`config.mk`:
```
export PLATFORM = sky130hd
export DESIGN_NAME = product_accumulator_flat
export DESIGN_NICKNAME = d
export VERILOG_FILES = /design/src/rtl/product_accumulator_if.sv /design/src/rtl/product_accumulator.sv /design/src/flat_wrapper.sv
export SDC_FILE = /design/constraint.sdc
export NUM_CORES = 1
export LEC_CHECK = 0
export BUFFER_PORTS_ARGS = -buffer_cell sky130_fd_sc_hd__buf_4
export CAP_MARGIN = 20
export CORE_AREA = 2 2 68 70
export CTS_CLUSTER_SIZE = 20
export DETAILED_ROUTE_END_ITERATION = 12
export DIE_AREA = 0 0 70 72
export PLACE_DENSITY_LB_ADDON = 0.2
export SYNTH_ARGS = -nofsm -noshare
export SYNTH_HDL_FRONTEND = slang
export SYNTH_SLANG_ARGS = --single-unit
```
`constraint.sdc`:
```
create_clock -name clk -period 2.8 [get_ports clk]
set_input_delay 0.42 -clock clk [delete_from_list [all_inputs] [get_ports clk]]
set_output_delay 0.42 -clock clk [all_outputs]
set_load 0.01 [all_outputs]
```
`src/rtl/product_accumulator_if.sv`:
```
// Valid/ready bus between the 2x2 multiplier and the product accumulator:
// product channel in, frame-sum channel out.
interface product_accumulator_if #(
  parameter int ACC_W = 8
);
  logic [3:0]       p_in;
  logic             p_valid;
  logic             p_ready;
  logic [ACC_W-1:0] sum_out;
  logic             sum_ovf;
  logic             sum_valid;
  logic             sum_ready;

  modport master (
    output p_in, p_valid, sum_ready,
    input  p_ready, sum_out, sum_ovf, sum_valid
  );

  modport slave (
    input  p_in, p_valid, sum_ready,
    output p_ready, sum_out, sum_ovf, sum_valid
  );
endinterface

```
`src/rtl/product_accumulator.sv`:
```
// Sums frames of N 4-bit multiplier products into a saturating accumulator and
// hands each frame sum downstream over a valid/ready handshake.
module product_accumulator #(
  parameter int N     = 4,
  parameter int ACC_W = 8
) (
  input  logic                  clk,
  input  logic                  rst,
  product_accumulator_if.slave  bus
);

  localparam int SUM_W = ACC_W + 1;
  localparam logic [7:0] N_CNT = 8'(N);

  typedef enum logic [1:0] {
    IDLE  = 2'd0,
    ACCUM = 2'd1,
    DONE  = 2'd2
  } state_e;

  // Returns {overflow, value}; addends are non-negative so only the carry
  // out of the ACC_W-bit range can signal overflow.
  function automatic logic [ACC_W:0] sat_add(input logic [ACC_W-1:0] a,
                                             input logic [3:0]       b);
    logic [ACC_W:0] s;
    s = {1'b0, a} + SUM_W'(b);
    if (s[ACC_W]) return {1'b1, {ACC_W{1'b1}}};
    return s;
  endfunction

  state_e           state_q;
  logic [ACC_W-1:0] acc_q;
  logic [7:0]       cnt_q;
  logic             ovf_q;
  logic             sum_valid_q;
  logic [ACC_W-1:0] sum_out_q;
  logic             sum_ovf_q;

  logic [ACC_W:0]   sat_d;
  logic [ACC_W-1:0] acc_d;
  logic             ovf_d;
  logic [7:0]       cnt_d;

  always_comb begin
    sat_d = sat_add(acc_q, bus.p_in);
    acc_d = sat_d[ACC_W-1:0];
    ovf_d = ovf_q | sat_d[ACC_W];
    cnt_d = cnt_q + 8'd1;
  end

  always_ff @(posedge clk) begin
    if (rst) begin
      state_q     <= IDLE;
      acc_q       <= '0;
      cnt_q       <= '0;
      ovf_q       <= 1'b0;
      sum_valid_q <= 1'b0;
      sum_out_q   <= '0;
      sum_ovf_q   <= 1'b0;
    end else begin
      case (state_q)
        IDLE: begin
          if (bus.p_valid) begin
            acc_q <= ACC_W'(bus.p_in);
            cnt_q <= 8'd1;
            if (N_CNT == 8'd1) begin
              state_q     <= DONE;
              sum_valid_q <= 1'b1;
              sum_out_q   <= ACC_W'(bus.p_in);
              sum_ovf_q   <= 1'b0;
            end else begin
              state_q <= ACCUM;
            end
          end
        end
        ACCUM: begin
          if (bus.p_valid) begin
            acc_q <= acc_d;
            ovf_q <= ovf_d;
            cnt_q <= cnt_d;
            if (cnt_d == N_CNT) begin
              state_q     <= DONE;
              sum_valid_q <= 1'b1;
              sum_out_q   <= acc_d;
              sum_ovf_q   <= ovf_d;
            end
          end
        end
        DONE: begin
          // Output registers are cleared on handoff so sum_out reads 0 when idle.
          if (bus.sum_ready) begin
            state_q     <= IDLE;
            acc_q       <= '0;
            cnt_q       <= '0;
            ovf_q       <= 1'b0;
            sum_valid_q <= 1'b0;
            sum_out_q   <= '0;
            sum_ovf_q   <= 1'b0;
          end
        end
        default: begin
          state_q <= IDLE;
        end
      endcase
    end
  end

  assign bus.p_ready   = !rst && (state_q != DONE);
  assign bus.sum_valid = sum_valid_q;
  assign bus.sum_out   = sum_out_q;
  assign bus.sum_ovf   = sum_ovf_q;

endmodule

```
`src/flat_wrapper.sv`:
```
// flat-port wrapper written by rule: the top's interface ports become plain ports
module product_accumulator_flat 
#(
  parameter int N     = 4,
  parameter int ACC_W = 8
)
  (clk, rst, bus_p_in, bus_p_valid, bus_sum_ready, bus_p_ready, bus_sum_out, bus_sum_ovf, bus_sum_valid);
  product_accumulator_if #(.ACC_W(ACC_W)) bus_i ();
  input  logic clk;
  input  logic rst;
  input wire logic [$bits(bus_i.p_in)-1:0] bus_p_in;
  input wire logic [$bits(bus_i.p_valid)-1:0] bus_p_valid;
  input wire logic [$bits(bus_i.sum_ready)-1:0] bus_sum_ready;
  output wire logic [$bits(bus_i.p_ready)-1:0] bus_p_ready;
  output wire logic [$bits(bus_i.sum_out)-1:0] bus_sum_out;
  output wire logic [$bits(bus_i.sum_ovf)-1:0] bus_sum_ovf;
  output wire logic [$bits(bus_i.sum_valid)-1:0] bus_sum_valid;
  assign bus_i.p_in = bus_p_in;
  assign bus_i.p_valid = bus_p_valid;
  assign bus_i.sum_ready = bus_sum_ready;
  assign bus_p_ready = bus_i.p_ready;
  assign bus_sum_out = bus_i.sum_out;
  assign bus_sum_ovf = bus_i.sum_ovf;
  assign bus_sum_valid = bus_i.sum_valid;
  product_accumulator #(.N(N), .ACC_W(ACC_W)) u_core (.clk(clk), .rst(rst), .bus(bus_i));
endmodule
```
-- Yosys cells after proc, flatten, opt, wreduce, memory -nomap -nowiden
Cells that the tools add are included.
- $add $sub $neg: 2
- eq/ne operators: 8
- muxes and demuxes: 27
- bitwise gates (word level): 1
- reductions and logical operators: 9
- operators by type and width (operator ; count):
    $mux W8 ; 7
    $pmux W8 S3 ; 2
    $mux W9 ; 2
    $pmux W8 S2 ; 1
    $reduce_and A4 Y1 ; 3
    $add A8 B4 Y9 ; 1
    $add A8 B1 Y8 const B ; 1
    $eq A8 B3 Y1 const B ; 1
    $mux W2 ; 4
    $ne A2 B2 Y1 const B ; 4
    $mux W1 ; 7
    $pmux W1 S2 ; 3
    $pmux W2 S3 ; 1
    $reduce_and A3 Y1 ; 1
    $reduce_bool A3 Y1 ; 1
    $eq A2 B1 Y1 const B ; 1
    $eq A2 B2 Y1 const B ; 1
    $logic_not A2 Y1 ; 1
    $ne A2 B1 Y1 const B ; 1
    $reduce_bool A2 Y1 ; 1
    $logic_and A1 B1 Y1 ; 1
    $logic_not A1 Y1 ; 1
    $or A1 B1 Y1 ; 1
- register bits after elaboration: 29
- input bits: 8
- output and inout port bits: 11
- logic and storage cells: 54

-- Logic depth before layout (Yosys ltp)
- depth in word-level cells: 7
- depth in mapped cells: 9
- gate-level depth less buffers: 8

-- Worst setup path before layout
No wires, ideal clock.
- path kind: input -> register
- from: in bus_p_in[0]
- to: reg u_core.ovf_q
- library setup time: 0.128 ns
- data arrival time: 2.103 ns
- data required time: 2.672 ns
- slack: 0.569 ns
- stages: 9
- path buffers: 1
- path through: ha_1 -> fa_1 -> a21o_1 -> a21o_1 -> and4_1 -> buf_4 -> a31o_2 -> a22oi_1 -> nor2_1
- longest elaborated chain between the ends: 6
- RTL lines (element ; RTL line ; RTL):
    from (decl) ; flat_wrapper.sv:11 ; input wire logic [$bits(bus_i.p_in)-1:0] bus_p_in;
    $add A8 B4 Y9 * ; product_accumulator.sv:26 ; s = {1'b0, a} + SUM_W'(b);
    $mux W1 ; product_accumulator.sv:27 ; if (s[ACC_W]) return {1'b1, {ACC_W{1'b1}}};
    $mux W9 * ; product_accumulator.sv:28 ; return s;
    $or A1 B1 Y1 * ; product_accumulator.sv:47 ; ovf_d = ovf_q | sat_d[ACC_W];
    $mux W1 * ; product_accumulator.sv:77 ; if (bus.p_valid) begin
    $pmux W1 S2 * ; product_accumulator.sv:61 ; case (state_q)
    to (signal assigned) ; product_accumulator.sv:79 ; ovf_q <= ovf_d;
    to (decl) ; product_accumulator.sv:34 ; logic ovf_q;
Mark *: on every way between the ends. The rest lies on a longest branch, timed or not. The select of a mux whose other input is x is not followed.
A chain may end at the register's enable or synchronous reset.

-- Worst setup path after layout
- from: reg u_core.cnt_q[0]
- to: reg u_core.sum_out_q[7], in the netlist u_core.bus.sum_out[7]
- longest elaborated chain between the ends: 4
- RTL lines (element ; RTL line ; RTL):
    from (decl) ; product_accumulator.sv:33 ; logic [7:0] cnt_q;
    from (signal assigned) ; product_accumulator.sv:80 ; cnt_q <= cnt_d;
    $add A8 B1 Y8 ; product_accumulator.sv:48 ; cnt_d = cnt_q + 8'd1;
    $eq A8 B3 Y1 ; product_accumulator.sv:81 ; if (cnt_d == N_CNT) begin
    $ne A2 B1 Y1 (no source line) ; -- ;
    $reduce_and A4 Y1 (no source line) ; -- ;
    to (signal assigned) ; product_accumulator.sv:69 ; sum_out_q <= ACC_W'(bus.p_in);
    to (decl) ; product_accumulator.sv:36 ; logic [ACC_W-1:0] sum_out_q;
Every way passes these cells.

==> run metrics <==
outcome=finished, final reports clean; RSZ-0062 raised after global routing=no; ys async rst share=0; die area=5040 um2; Clock Sinks=29; Most used DFF post-synth=dfxtp_1; Max Clock Skew=0.00549 ns; CP Buf/Inv Count=0; post-cts sizing count=0; Final Cycle Share=0.803; gr ovfl total=0; worst setup path category=flop to flop; Pint=0.000777 W; drt wl/cell=~14 um; synthesized flop and latch total=29; min-delay src=rst; Syn Nets=around 220; share of post-route cells with drive strength above 1=0.174; r2r startpoint=u_core.cnt_q[0]; sequential power share=0.398; main combinational cell family by area after synthesis=compound AO/OA/AOI/OAI gates; Syn Inst Count=between 200 and 250; clk_lat worst skew=a little under 0.3 ns; Static Leakage=around 0.80 nW; Final Setup Violations=0; # H-tree levels=2; Post-DRT Antenna Nets=0; vias per cell=5.44; die extent in x=~70 um; sequential fraction of the synthesis area=0.344; CTS Hold Bufs=0; Routed WL=approximately 3700 um; total power divided by cell area=about 600 nW/um2; simple-gate share of the synthesized area=0.218; fin. max-slew vios=0; height of the die=a little over 70 um; min-delay worst type=input pin to flop; family with the most delay on the worst path=simple AND/OR/NAND/NOR gates; core area=roughly 4300 um2; slowest CP cell=or3_1; clock share of power=0.301; CTS tree=yes; Critical Path End Type=flop; Synth area leader=dfxtp_1; vias in the first global route=1369; Antenna diodes=0; Slew headroom=0.624; multiplexer area fraction after synthesis=0.0119; Finished Core Util=0.453; num ports=19; share of the synthesized area in the top cell type=0.344; XOR/XNOR share of the synthesized area=0.0312; switching power of the nets=roughly 0.00039 W; R2R setup slack=between 0.5 and 0.6 ns; Post-synth EDFFs=0; Min Clock Period, post-route=between 2 and 2.5 ns; Most common cell on crit path=o22ai_1; distinct cell type count after synthesis=between 40 and 50; Row Count=24; Global Route Usage Sum=0.159; DR DRC count=0; critical path required time=approximately 3.0 ns; CTS Buf Count=5; Adder-Cell Fraction of Synth Area=0.0786; initial antenna violation count=0; gp weighted congestion=just over 0.8; sw frac=0.332; HPWL after DPL=2620 um; peak fanout along the critical path=10; Starting Density=0.396; Post-Syn Area=between 1500 and 2000 um2; DRT iter0 DRCs=73; Critical Path Max Stage Delay=just over 0.5 ns; worst path cell trace=ha_1, or2b_2, o22ai_1, nand4b_2, or3_1, o22ai_1; Synth Warn #=0; Comb pwr share=0.301; DR vias=1474; CTS Root Cell=clkbuf_8; most common library cells after synthesis=29 x dfxtp_1, 22 x nor2_1, 18 x inv_1; clk buf depth=2; Clock Pin Slew Worst Setup and Hold Paths=approximately 0.060 ns; Synth Area in Compound Gates=0.242; DR pass1 iterations=4; count leader, synth=dfxtp_1; worst path arrival time=around 2.5 ns; Nets=about 240; Worst-Margin Slew=roughly 0.56 ns; synth top area cells=dfxtp_1 34%, ha_1 6.7%, nor2_1 4.9%; postcts setup bufs=0; CP startpoint=u_core.cnt_q[0]; Setup crit start kind=flop; Max Clk Rate=roughly 440 MHz; setup TNS=0 ns; final hold viol count=0; largest net degree at the start of global routing=17; peak supply drop=0.280 mV; syn avg cell area=about 8.4 um2; first-pass GRT wire length=approximately 6300 um; Area Overhead vs Synth=14.5%; input/output buffers=18; max cap viols=0
## cell usage in the layout, fill, tap and decap left out, types with 3 or more instances in the layout
master      n
xnor2_1     3
nand3_1    10
a31o_2      3
nand2_1    15
a2bb2oi_1   4
clkbuf_8    6
a21oi_1     9
dfxtp_1    29
o21ai_0     8
o221ai_1    3
o22ai_1    11
buf_4      20
inv_1      18
nor2_1     22
o211a_1     3
a21o_1      3
xor2_1      3
ha_1        9
a311oi_1    3
## power groups by stage
stage | sequential (W) | clock [W] | combinational [W]
final | 0.000464 | 0.000350 | 0.000351
after global routing | 0.000468 | 0.000374 | 0.000395
after CTS | 0.000464 | 0.000358 | 0.000344
after detailed placement | 0.000472 | 0 | 0.000343
after global placement | 0.000472 | 0 | 0.000342
after floorplan | 0.000465 | 0 | 0.000268
## per-stage QoR
stage	instance area [um2]	cells	power, W	hold WS (ns)	worst slack, ns
6_report	1930	271	0.00116	0.429	0.551
5_1_grt	1930	271	0.00124	0.440	0.377
4_1_cts	1920	270	0.00117	0.428	0.386
3_5_place_dp	1840	263	0.000815	0.464	0.310
3_3_place_gp	1840	263	0.000814	0.462	0.313
2_1_floorplan	1690	201	0.000733	0.452	0.569
## path summary, 6_finish.rpt
| path | end | depth (start not counted) |
|---|---|---|
| max | u_core.bus.sum_out[7] | 6 |
| min | u_core.cnt_q[1] | 2 |
| max reg2reg | u_core.bus.sum_out[7] | 6 |
| min reg2reg | u_core.bus.sum_out[1] | 2 |
## cells by family after synthesis
kind of cell	Yosys count
muxes	2
AOI/OAI and AO/OA	56
and+or+nand+nor	71
adders and majority gates	10
DFF	29
buffers and inverters	27
xor gates and xnor gates	6
## state kept, by name, summed over array words and instances, names as in the netlist
| name | cells |
|---|---|
| u_core.acc_q | 8 |
| u_core.cnt_q | 8 |
| u_core.ovf_q | 1 |
| u_core.bus.sum_out | 8 |
| u_core.state_q | 2 |
| u_core.bus.sum_valid | 1 |
| u_core.bus.sum_ovf | 1 |
## area by class of cell
type / instances / area, um2
fillers: 426 / 2330
multi-input cells: 145 / 981
flip-flops and latches: 29 / 581
repair buffers: 20 / 150
clock buffers: 7 / 86.3
inverters: 18 / 67.6
well taps: 52 / 65.1
## routing by layer
| metal | part of all wire | vias to the layer above | GRT usage |
|---|---|---|---|
| li1 | - | 756 | - |
| met1 | 0.48 | 680 | 0.211 |
| met2 | 0.45 | 30 | 0.247 |
| met3 | 0.048 | 8 | 0.0444 |
| met4 | 0.017 | 0 | 0.0641 |
| met5 | 0 | - | 0 |
No activity file was read; power rests on OpenSTA's default activity.
